===== config.mk =====
export PLATFORM = sky130hd
export DESIGN_NAME = mem_access_seq
export DESIGN_NICKNAME = d
export VERILOG_FILES = /design/src/rtl/mem_access_pkg.sv /design/src/rtl/mem_timeout_cnt.sv /design/src/rtl/mem_access_seq.sv
export SDC_FILE = /design/constraint.sdc
export NUM_CORES = 1
export LEC_CHECK = 0
export BUFFER_PORTS_ARGS = -buffer_cell sky130_fd_sc_hd__buf_2
export CORE_ASPECT_RATIO = 0.75
export CORE_MARGIN = 5
export CORE_UTILIZATION = 44
export CTS_CLUSTER_DIAMETER = 50
export DETAILED_ROUTE_END_ITERATION = 10
export PLACE_DENSITY = 0.77
export REMOVE_ABC_BUFFERS = 1
export SYNTH_ARGS = -nofsm -noshare
export SYNTH_HDL_FRONTEND = slang
export SYNTH_SLANG_ARGS = --single-unit

===== constraint.sdc =====
create_clock -name clk_i -period 1.7 [get_ports clk_i]
set_input_delay 0.34 -clock clk_i [delete_from_list [all_inputs] [get_ports clk_i]]
set_output_delay 0.34 -clock clk_i [all_outputs]
set_load 0.05 [all_outputs]

===== src/rtl/mem_access_pkg.sv =====
// Shared types for the data-memory access sequencer: FSM states, address source, timeout default.
package mem_access_pkg;

    typedef enum logic [1:0] {
        IDLE   = 2'd0,
        REQ    = 2'd1,
        WAIT_R = 2'd2,
        DONE   = 2'd3
    } mem_seq_state_e;

    typedef enum logic {
        ADDR_LIT  = 1'b0,
        ADDR_REGB = 1'b1
    } addr_src_e;

    localparam int unsigned TIMEOUT_CYCLES_DEF = 15;

endpackage


===== src/rtl/mem_timeout_cnt.sv =====
// Per-phase wait counter; expired_o flags the LIMIT-th cycle spent in the current phase.
// Latency: combinational expired_o from the count register; no backpressure.
module mem_timeout_cnt #(
    parameter int unsigned LIMIT = 15
) (
    input  logic clk_i,
    input  logic rst_ni,
    input  logic clear_i,
    input  logic enable_i,
    output logic expired_o
);

    localparam int unsigned W = $clog2(LIMIT + 1);
    localparam logic [W-1:0] LAST = W'(LIMIT - 1);
    localparam logic [W-1:0] MAX  = W'(LIMIT);

    logic [W-1:0] r_cnt;

    // Saturates at LIMIT so a long stall cannot wrap back to zero.
    always_ff @(posedge clk_i or negedge rst_ni) begin
        if (!rst_ni) begin
            r_cnt <= '0;
        end else if (clear_i) begin
            r_cnt <= '0;
        end else if (enable_i && (r_cnt != MAX)) begin
            r_cnt <= r_cnt + 1'b1;
        end
    end

    assign expired_o = enable_i && (r_cnt == LAST);

endmodule


===== src/rtl/mem_access_seq.sv =====
// Load/store sequencer: req/gnt/rvalid handshake with data memory, stalls the core via busy_o.
// Latency: store done 2 cycles after accept, load done 3; optional timeout under MEM_ACCESS_SEQ_TIMEOUT_EN.
import mem_access_pkg::*;

module mem_access_seq #(
    parameter int unsigned TIMEOUT_CYCLES = TIMEOUT_CYCLES_DEF
) (
    input  logic       clk_i,
    input  logic       rst_ni,
    input  logic       start_i,
    input  logic       we_i,
    input  logic       addr_src_i,
    input  logic [7:0] wdata_i,
    output logic       sel_o,
    output logic       mem_req_o,
    output logic       mem_we_o,
    output logic [7:0] mem_wdata_o,
    input  logic       mem_gnt_i,
    input  logic       mem_rvalid_i,
    input  logic [7:0] mem_rdata_i,
    output logic [7:0] rdata_o,
    output logic       busy_o,
    output logic       done_o,
    output logic       err_o
);

    if (TIMEOUT_CYCLES < 1) begin : g_cfg_check
        $error("TIMEOUT_CYCLES must be at least 1");
    end

    mem_seq_state_e r_state;
    mem_seq_state_e w_next;
    logic           r_we;
    addr_src_e      r_sel;
    logic [7:0]     r_wdata;
    logic [7:0]     r_rdata;
    logic           w_expired;

    always_ff @(posedge clk_i or negedge rst_ni) begin
        if (!rst_ni) begin
            r_state <= IDLE;
        end else begin
            r_state <= w_next;
        end
    end

    // A gnt/rvalid in the limit cycle is checked first, so it completes normally.
    always_comb begin
        w_next = r_state;
        case (r_state)
            IDLE: begin
                if (start_i) w_next = REQ;
            end
            REQ: begin
                if (mem_gnt_i)      w_next = r_we ? DONE : WAIT_R;
                else if (w_expired) w_next = DONE;
            end
            WAIT_R: begin
                if (mem_rvalid_i)   w_next = DONE;
                else if (w_expired) w_next = DONE;
            end
            DONE: begin
                w_next = IDLE;
            end
            default: begin
                w_next = IDLE;
            end
        endcase
    end

    always_comb begin
        busy_o    = (r_state != IDLE);
        mem_req_o = (r_state == REQ);
        mem_we_o  = (r_state == REQ) && r_we;
        done_o    = (r_state == DONE);
    end

    // Command fields stay latched after completion so the mux address is stable into IDLE.
    always_ff @(posedge clk_i or negedge rst_ni) begin
        if (!rst_ni) begin
            r_we    <= 1'b0;
            r_sel   <= ADDR_LIT;
            r_wdata <= 8'h00;
            r_rdata <= 8'h00;
        end else begin
            if ((r_state == IDLE) && start_i) begin
                r_we    <= we_i;
                r_sel   <= addr_src_e'(addr_src_i);
                r_wdata <= wdata_i;
            end
            if ((r_state == WAIT_R) && mem_rvalid_i) begin
                r_rdata <= mem_rdata_i;
            end
        end
    end

    assign sel_o       = r_sel;
    assign mem_wdata_o = r_wdata;
    assign rdata_o     = r_rdata;

`ifdef MEM_ACCESS_SEQ_TIMEOUT_EN
    logic w_cnt_clear;
    logic w_cnt_en;
    logic w_timeout;
    logic r_err;

    assign w_cnt_clear = (w_next != r_state) && ((w_next == REQ) || (w_next == WAIT_R));
    assign w_cnt_en    = (r_state == REQ) || (r_state == WAIT_R);
    assign w_timeout   = w_expired && (((r_state == REQ) && !mem_gnt_i) ||
                                       ((r_state == WAIT_R) && !mem_rvalid_i));

    mem_timeout_cnt #(
        .LIMIT (TIMEOUT_CYCLES)
    ) u_timeout_cnt (
        .clk_i     (clk_i),
        .rst_ni    (rst_ni),
        .clear_i   (w_cnt_clear),
        .enable_i  (w_cnt_en),
        .expired_o (w_expired)
    );

    // Set only on the edge entering DONE, so it pulses together with done_o.
    always_ff @(posedge clk_i or negedge rst_ni) begin
        if (!rst_ni) begin
            r_err <= 1'b0;
        end else begin
            r_err <= w_timeout;
        end
    end

    assign err_o = r_err;
`else
    assign w_expired = 1'b0;
    assign err_o     = 1'b0;
`endif

endmodule


; ---- After elaboration in Yosys (flattened, before gate mapping)
; Cells that the tools add are included.
[word_totals]
wordCells = 22
reg_bits = 20
input_bits = 23
[op_classes]
n_eq_ne = 6
reduce_logical = 6
mux = 5
[op_table]
columns = cell, n
row1 = $pmux W2 S4, 1
row2 = $mux W2, 3
row3 = $eq A2 B2 Y1 const B, 2
row4 = $ne A2 B2 Y1 const B, 2
row5 = $logic_and A1 B1 Y1, 3
row6 = $reduce_and A3 Y1, 1
row7 = $eq A2 B1 Y1 const B, 1
row8 = $logic_not A2 Y1, 1
row9 = $ne A2 B1 Y1 const B, 1
row10 = $reduce_bool A2 Y1, 1
row11 = $mux W1, 1

; ---- Depth between registers and ports, before layout
; Gate-level depths: netlist of the first run.
[logic_depth]
word_depth = 3
mapped_depth = 5

; ---- Worst setup path after synthesis of the first run
; Ideal clock, no wire load.
[synth_timing]
path_kind = flip-flop to flip-flop
start = reg r_state[1]
end = reg r_state[1]
path_stages_with_launch = 5
t_required_ps = 1572
arrival_ps = 1541
slack_ps = 31
cell_sequence = dfrtp_1 -> inv_1 -> ha_1 -> a211oi_2 -> mux2_1
[synth_via]
elab_chain_cells = 3
word_cells_on_any_way = 9
classes_between = eq/ne: 6 / mux: 1 / reduce/logical: 2
[synth_rtl]
columns = element, line
row1 = "start, declared", mem_access_seq.sv:31  ; mem_seq_state_e r_state;
row2 = "start signal, assigned", mem_access_seq.sv:43  ; r_state <= w_next;
row3 = $eq A2 B1 Y1 (*), -
row4 = named net mem_req_o, mem_access_seq.sv:15  ; output logic mem_req_o,
row5 = $ne A2 B1 Y1 (no line), -
row6 = $reduce_and A3 Y1 (no line), -
; Mark *: on every way through the listed nets, which the timed path passes. The rest lies on a longest branch.
; A chain may end at the register's enable or synchronous reset.

; ---- Worst setup path in the final report of the first run
[layout_timing]
start = reg r_state[0]
end = out done_o
[layout_via]
elab_chain_cells = 1
[layout_rtl]
columns = element, line
row1 = $eq A2 B2 Y1, mem_access_seq.sv:75  ; done_o = (r_state == DONE);
row2 = "end, declared", mem_access_seq.sv:23  ; output logic done_o,
; Every way passes these cells.

==> results.yml, run 1 <==
global_route:
  grt_first_pass_wirelength_mm: 3.17
  grt_start_max_net_pins: 21
  overflow: 0
  grt_pass1_vias: 715
  grt_util_all_layers_pct: 12.6
  grt_antenna_before_repair: 0
drt:
  vias: 653
  drt_iter0_markers: 12
  vias_per_cell: 4.87
  postRouteAntennaNets: 0
  wire_per_inst_um: 13.1
  first_pass_drt_iterations: 3
  detail_route.drc_violations: 0
  wirelength_mm: 1.76
yosys:
  post_synthesis_register_bit_count: 20
  synth_cells: 61
  synth_warnings: 0
  synthesis.area_per_instance_um2: 15.1
  yosysSeqAreaShare_pct: 54.4
  post-synth-top-area-cell: "dfrtp_1"
  synth.area.top_cells: "dfrtp_1 54%, mux2_2 17%, ha_1 8.2%"
  synth.distinct_cells: 16
  synthesis.area_um2: 920
  synthDominantCellAreaShare_pct: 54.4
sta:
  report.final.hold_viol_count: 0
  final_max_slew_viol_count: 0
  rsz_0062_raised_after_global_routing: "yes"
  total_of_endpoints_with_negative_setup_slack_in_the_final_report: 0
  final_min_period_over_clock_period_pct: 95.2
  hold_slack_ns: 0.249
  layout_min_cycle_time_ns: 1.62
  fmax_ghz: 0.618
  fin_worst_skew_ns: 0.00435
placement:
  dpl.hpwl_mm: 1.43
  placed_cell_area_um2: 1160
  portBuffers: 43
  place.gp.congestion: 0.756
clock_tree:
  clock_buffers_created_by_tritoncts: 3
  cts_buffer_depth: 2
  cts.clk_slew.worst_paths_ns: 0.11
  cts-htree-levels: 1
  clkSinkCount: 20
  clockRootBuffer: "clkbuf_4"
  cts_tree: "done"
  clkLatencyLatePin_ns: 0.29
critical_path:
  critPathArrivalTime_ns: 1.28
  worst-setup-path-type: "reg2out"
  worst_path_cell_trace: "buf_4, ha_1, buf_2"
  cp.required_ns: 1.36
  crit_path_max_incr_delay_ns: 0.43
  critPathSlowestCell: "dfrtp_1"
  critical_path.endpoint_type: "output port"
  highest_fanout_seen_on_the_critical_path: 4
  number_of_buffer_and_inverter_stages_on_the_critical_path: 2
  timing.critical_path.max_delay_family: "flip-flops"
  timing.critical_path.from_type: "register"
die:
  design.core.area_um2: 2000
  std_cell_rows: 14
  floorplan.initialDensity_pct: 46.1
  floorplan.io_pins: 45
  die_h_um: 49.6
  die_boundary_width_um: 62.8
  die-area_um2: 3110
finish:
  filler_cell_count: 165
  final_layout_size_suffix_gt1_share_pct: 69.1
  seq_area_um2: 502
  total_area_of_multi_input_combinational_cells_um2: 404
  most_frequent_cells_in_the_layout: "40 x buf_2, 19 x dfrtp_1, 14 x mux2_2"
  antennaDiodeCount: 0
  postLayoutCellArea_um2: 1240
  syn_to_final_growth_pct: 35.1
  finalNetCount: 140
  final_common_cell: "buf_2"
run:
  cap_violations: 0
worst_hold_path:
  worstHoldPathType: "in2reg"
run_status:
  run_status: "finished clean"
==> path summary, 6_finish.rpt <==
check                                start              to  slack (ns)  depth (start not counted)
worst min-delay path            wdata_i[4]  mem_wdata_o[4]        0.25                          2
max in group asynchronous           rst_ni      r_state[1]        0.87                          2
min in group asynchronous           rst_ni           sel_o        0.51                          2
worst max register to register  r_state[0]      r_state[1]        0.14                          5
worst min register to register        r_we            r_we        0.50                          1
worst max-delay path            r_state[0]          done_o        0.08                          3
==> kinds of logic (layout without fill, tap and decap cells) <==
| logic type | after synthesis | in the layout | synth area share (%) |
|---|---|---|---|
| adders and majority gates | 6 | 6 | 8.16 |
| DFF | 20 | 20 | 54.4 |
| buffers and inverters | 5 | 54 | 2.45 |
| AOI/OAI and AO/OA | 3 | 3 | 5.31 |
| muxes | 19 | 19 | 23.3 |
| other | 1 | 1 | 0.408 |
| and+or+nand+nor | 7 | 7 | 5.99 |
==> synth_stat cells <==
master,number
a2bb2oi_1,1
inv_2,1
nand2_2,2
conb_1,1
mux2_1,5
nor3_1,1
inv_1,3
a211oi_2,1
mux2_2,14
a2111oi_4,1
nor2_1,1
buf_4,1
ha_1,6
nor2b_4,2
and2_1,1
dfrtp_1,20
==> area by class of cell <==
| class | instances | share of cell area (%) |
|---|---|---|
| sequential | 20 | 40.4 |
| multi-input combinational | 36 | 32.5 |
| timing repair buffer | 46 | 20.5 |
| clock buffer | 4 | 2.92 |
| tap | 24 | 2.42 |
| inverter | 4 | 1.21 |
==> layer usage <==
metal	vias to the layer above	share of wire, %	wire length (um)	track usage (%)
li1	305	-	-	-
met1	310	40	694	13.7
met2	34	48	848	21.2
met3	4	10	183	6.36
met4	0	1.7	30	4.24
met5	-	0	0	0
==> flip-flops by register name, summed over array words and instances, names as in the netlist <==
register,count
mem_wdata_o,8
r_state,2
r_we,1
rdata_o,8
sel_o,1
==> through the flow <==
step / setup TNS (ns) / cells / worst slack, ns / utilization [%]
after CTS: 0 / 134 / 0.00613 / 61.7
final: 0 / 134 / 0.0819 / 62.2
after floorplan: 0 / 60 / 0.0315 / -
after detailed placement: 0 / 127 / 0.0582 / 58.0
after global placement: 0 / 127 / 0.144 / 58.0
after global routing: -0.0220 / 134 / -0.0131 / 62.2
==> timing repair <==
item                       in CTS  in global routing
setup endpoints to repair       3                  3
hold endpoints to repair       20                  0
cloned                          0                  0
buffers inserted                2                  0
hold buffers                    1                  0
gates resized for setup         6                  5
Power of run 1 is not shown: default switching activity piles up to over one toggle a cycle in this logic, so the estimate is an artifact.
==> run 2, diff against run 1 <==
--- a/config.mk
+++ b/config.mk
@@ -8,10 +8,10 @@
 export BUFFER_PORTS_ARGS = -buffer_cell sky130_fd_sc_hd__buf_2
 export CORE_ASPECT_RATIO = 0.75
 export CORE_MARGIN = 5
-export CORE_UTILIZATION = 44
+export CORE_UTILIZATION = 45
 export CTS_CLUSTER_DIAMETER = 50
 export DETAILED_ROUTE_END_ITERATION = 10
-export PLACE_DENSITY = 0.77
+export PLACE_DENSITY = 0.78
 export REMOVE_ABC_BUFFERS = 1
 export SYNTH_ARGS = -nofsm -noshare
 export SYNTH_HDL_FRONTEND = slang
==> constraint.sdc (replaced) <==
create_clock -name clk_i -period 2 [get_ports clk_i]
set_input_delay 0.4 -clock clk_i [delete_from_list [all_inputs] [get_ports clk_i]]
set_output_delay 0.4 -clock clk_i [all_outputs]
set_load 0.05 [all_outputs]
==> results.yml, run 2 (same netlist as run 1, synthesis figures left out) <==
run_status:
  run_status: "finished clean"
critical_path:
  reg2reg_setup_slack_ns: 0.36
  highest_fanout_seen_on_the_critical_path: 5
  worst-setup-path-type: "reg2out"
  cp.required_ns: 1.60
  worst_r2r_endpoint: "r_state[1]"
  critical_path.endpoint_type: "output port"
  critPathArrivalTime_ns: 1.44
  r2r_start: "r_state[0]"
  r2r_cells: 5
  timing.critical_path.from_type: "register"
die:
  floorplan.initialDensity_pct: 46.5
  floorplan.io_pins: 45
  die-area_um2: 3060
  design.core.area_um2: 1980
  std_cell_rows: 14
  die_boundary_width_um: 62.2
  die_h_um: 49.2
clock_tree:
  clkSinkCount: 20
  cts_tree: "done"
  cts-hold-fix-buffers: 0
  post_cts_resize_count: 0
  cts-htree-levels: 1
  clock_buffers_created_by_tritoncts: 3
  cts_buffer_depth: 2
  clockRootBuffer: "clkbuf_4"
  clkLatencyLatePin_ns: 0.29
  cts.clk_slew.worst_paths_ns: 0.10
  postCtsSetupRepairBufs: 0
sta:
  layout_min_cycle_time_ns: 1.84
  fmax_ghz: 0.543
  fin_worst_skew_ns: 0.00627
  rsz_0062_raised_after_global_routing: "no"
  total_of_endpoints_with_negative_setup_slack_in_the_final_report: 0
  report.final.hold_viol_count: 0
  final_min_period_over_clock_period_pct: 92.1
  final_max_slew_viol_count: 0
  fin_setup_tns_ns: 0
global_route:
  overflow: 0
  grt_first_pass_wirelength_mm: 2.96
  grt_start_max_net_pins: 21
  grt_util_all_layers_pct: 12.0
  grt_pass1_vias: 669
  grt_antenna_before_repair: 0
drt:
  vias_per_cell: 4.69
  postRouteAntennaNets: 0
  drt_iter0_markers: 9
  wire_per_inst_um: 13.2
  vias: 610
  first_pass_drt_iterations: 3
  detail_route.drc_violations: 0
  wirelength_mm: 1.71
finish:
  final_common_cell: "buf_2"
  antennaDiodeCount: 0
  most_frequent_cells_in_the_layout: "43 x buf_2, 20 x dfrtp_1, 14 x mux2_2"
  final_layout_size_suffix_gt1_share_pct: 63.2
  syn_to_final_growth_pct: 28.3
  finalNetCount: 137
placement:
  place.gp.congestion: 0.745
  portBuffers: 43
  dpl.hpwl_mm: 1.43
run:
  cap_violations: 0
worst_hold_path:
  worstHoldPathType: "in2async"
## run 2: changes by cell type in the layout (fill, tap and decap cells not counted), sizes merged
cell	previous run	this run
buf	45	43
clkbuf	4	3
dlygate4sd3	1	0
## run 2: area by class of cell
| type | instances | area [um2] |
|---|---|---|
| fill | 177 | 800 |
| clock buffer | 3 | 22.5 |
| timing repair buffer | 43 | 215 |
| inverter | 4 | 15.0 |
| multi-input combinational | 36 | 397 |
| tap | 24 | 30.0 |
| sequential | 20 | 500 |
## run 2: critical path, stage by stage, from the launching register on
cell     delay [ns]
dfrtp_1        0.44
inv_1          0.14
ha_1           0.27
buf_2          0.30
## run 2: metal layers
layer | routed length (um) | vias up | track usage (%)
li1 | - | 298 | -
met1 | 731 | 278 | 13.7
met2 | 800 | 32 | 19.8
met3 | 171 | 2 | 5.76
met4 | 11 | 0 | 3.61
met5 | 0 | - | 0
## run 2: how the worst max path moves through the flow
stage	start	endpoint	slack [ns]
2_1_floorplan	r_state[1]	r_state[1]	0.33
3_3_place_gp	r_state[0]	r_state[1]	0.45
3_5_place_dp	r_state[0]	r_state[1]	0.36
4_1_cts	r_state[1]	mem_req_o	0.13
5_1_grt	r_state[1]	mem_we_o	0.07
6_report	r_state[1]	mem_req_o	0.16
## run 2: metrics by stage
step | worst slack [ns] | hold WS (ns) | std cells | cell area, um2 | utilization, %
2_1_floorplan | 0.331 | 0.104 | 60 | 912 | -
3_3_place_gp | 0.445 | 0.364 | 127 | 1160 | 58.5
3_5_place_dp | 0.359 | 0.366 | 127 | 1160 | 58.5
4_1_cts | 0.132 | 0.0384 | 130 | 1180 | 59.6
5_1_grt | 0.0663 | 0.0426 | 130 | 1180 | 59.6
6_report | 0.157 | 0.0322 | 130 | 1180 | 59.6
Power of run 2 is left out for the same reason.
==> run 3, diff against run 2 <==
==> constraint.sdc (replaced) <==
create_clock -name clk_i -period 2.3 [get_ports clk_i]
set_input_delay 0.46 -clock clk_i [delete_from_list [all_inputs] [get_ports clk_i]]
set_output_delay 0.46 -clock clk_i [all_outputs]
set_load 0.05 [all_outputs]
==> results.yml, run 3 (same netlist as run 1, synthesis figures left out) <==
drt:
  detail_route.drc_violations: 0
  wire_per_inst_um: 13.4
  drt_iter0_markers: 5
  postRouteAntennaNets: 0
  vias: 633
  first_pass_drt_iterations: 2
  wirelength_mm: 1.76
  vias_per_cell: 4.83
global_route:
  grt_start_max_net_pins: 21
  grt_util_all_layers_pct: 12.7
  grt_first_pass_wirelength_mm: 3.06
  grt_pass1_vias: 697
  overflow: 0
  grt_antenna_before_repair: 0
finish:
  syn_to_final_growth_pct: 29.8
  antennaDiodeCount: 0
  instances_no_fill: 131
  filler_cell_count: 169
  finalNetCount: 137
  final_layout_size_suffix_gt1_share_pct: 63.6
  most_frequent_cells_in_the_layout: "43 x buf_2, 20 x dfrtp_1, 14 x mux2_2"
  final_common_cell: "buf_2"
die:
  std_cell_rows: 14
  floorplan.io_pins: 45
  floorplan.initialDensity_pct: 46.5
  die_h_um: 49.2
  die_boundary_width_um: 62.2
  design.core.area_um2: 1980
  die-area_um2: 3060
sta:
  fmax_ghz: 0.517
  layout_min_cycle_time_ns: 1.93
  post-route-worst-setup-slack_ns: 0.367
  fin_setup_tns_ns: 0
  final_max_slew_viol_count: 0
  final_min_period_over_clock_period_pct: 84.0
  rsz_0062_raised_after_global_routing: "no"
  fin_worst_skew_ns: 0.00603
  total_of_endpoints_with_negative_setup_slack_in_the_final_report: 0
  report.final.hold_viol_count: 0
critical_path:
  worst_path_cell_trace: "inv_1, ha_1, buf_2"
  highest_fanout_seen_on_the_critical_path: 5
  worst_r2r_endpoint: "r_state[1]"
  crit_path_max_incr_delay_ns: 0.44
  critical_path.endpoint_type: "output port"
  reg2reg_setup_slack_ns: 0.69
  r2r_start: "r_state[0]"
  worst-setup-path-type: "reg2out"
  timing.critical_path.from_type: "register"
  cp.required_ns: 1.84
  critPathSlowestCell: "dfrtp_1"
  critPathArrivalTime_ns: 1.47
  r2r_cells: 5
placement:
  place.gp.congestion: 0.751
  post-place-ws_ns: 0.701
  portBuffers: 43
  placed_cells: 127
worst_hold_path:
  worstHoldPathType: "in2async"
clock_tree:
  cts-htree-levels: 1
  cts_buffer_depth: 2
  postCtsSetupRepairBufs: 0
  clock_buffers_created_by_tritoncts: 3
  cts_tree: "done"
  clkLatencyLatePin_ns: 0.30
  cts-hold-fix-buffers: 0
  cts.clk_slew.worst_paths_ns: 0.11
  post_cts_resize_count: 0
  clkSinkCount: 20
  clockRootBuffer: "clkbuf_4"
run_status:
  run_status: "finished clean"
run:
  cap_violations: 0
==> run 3: worst max path at each step <==
stage	startpoint	end	slack (ns)
after global routing	r_state[1]	mem_req_o	0.26
after CTS	r_state[1]	mem_req_o	0.35
after global placement	r_state[0]	r_state[1]	0.74
after floorplan	r_state[1]	r_state[1]	0.63
final	r_state[1]	mem_req_o	0.37
after detailed placement	r_state[1]	mem_req_o	0.70
==> run 3: worst max-delay path, delay by kind of cell, from the launching register on <==
family     cells  cell delay [ns]
buf+inv        2             0.45
flops          1             0.44
fa+ha+maj      1             0.28
==> run 3: routing by layer <==
layer	track usage [%]	up-vias	part of all wire, %
met3	7.37	0	12
met5	0	-	0
met2	22.6	33	50
met4	3.25	0	0
li1	-	298	-
met1	12.4	302	38
==> run 3: cell type report <==
type / count / area, um2 / area share (%)
timing repair buffer: 43 / 215 / 18.0
multi-input combinational: 36 / 397 / 33.2
sequential: 20 / 500 / 41.9
tap: 24 / 30.0 / 2.52
clock buffer: 4 / 36.3 / 3.04
inverter: 4 / 15.0 / 1.26
==> run 3: stage by stage <==
stage,utilization (%),hold slack (ns),cell area (um2)
3_5_place_dp,58.5,0.428,1160
3_3_place_gp,58.5,0.425,1160
5_1_grt,60.3,0.0918,1190
6_report,60.3,0.0858,1190
4_1_cts,60.3,0.0875,1190
2_1_floorplan,-,0.164,912
Power of run 3 is left out for the same reason.
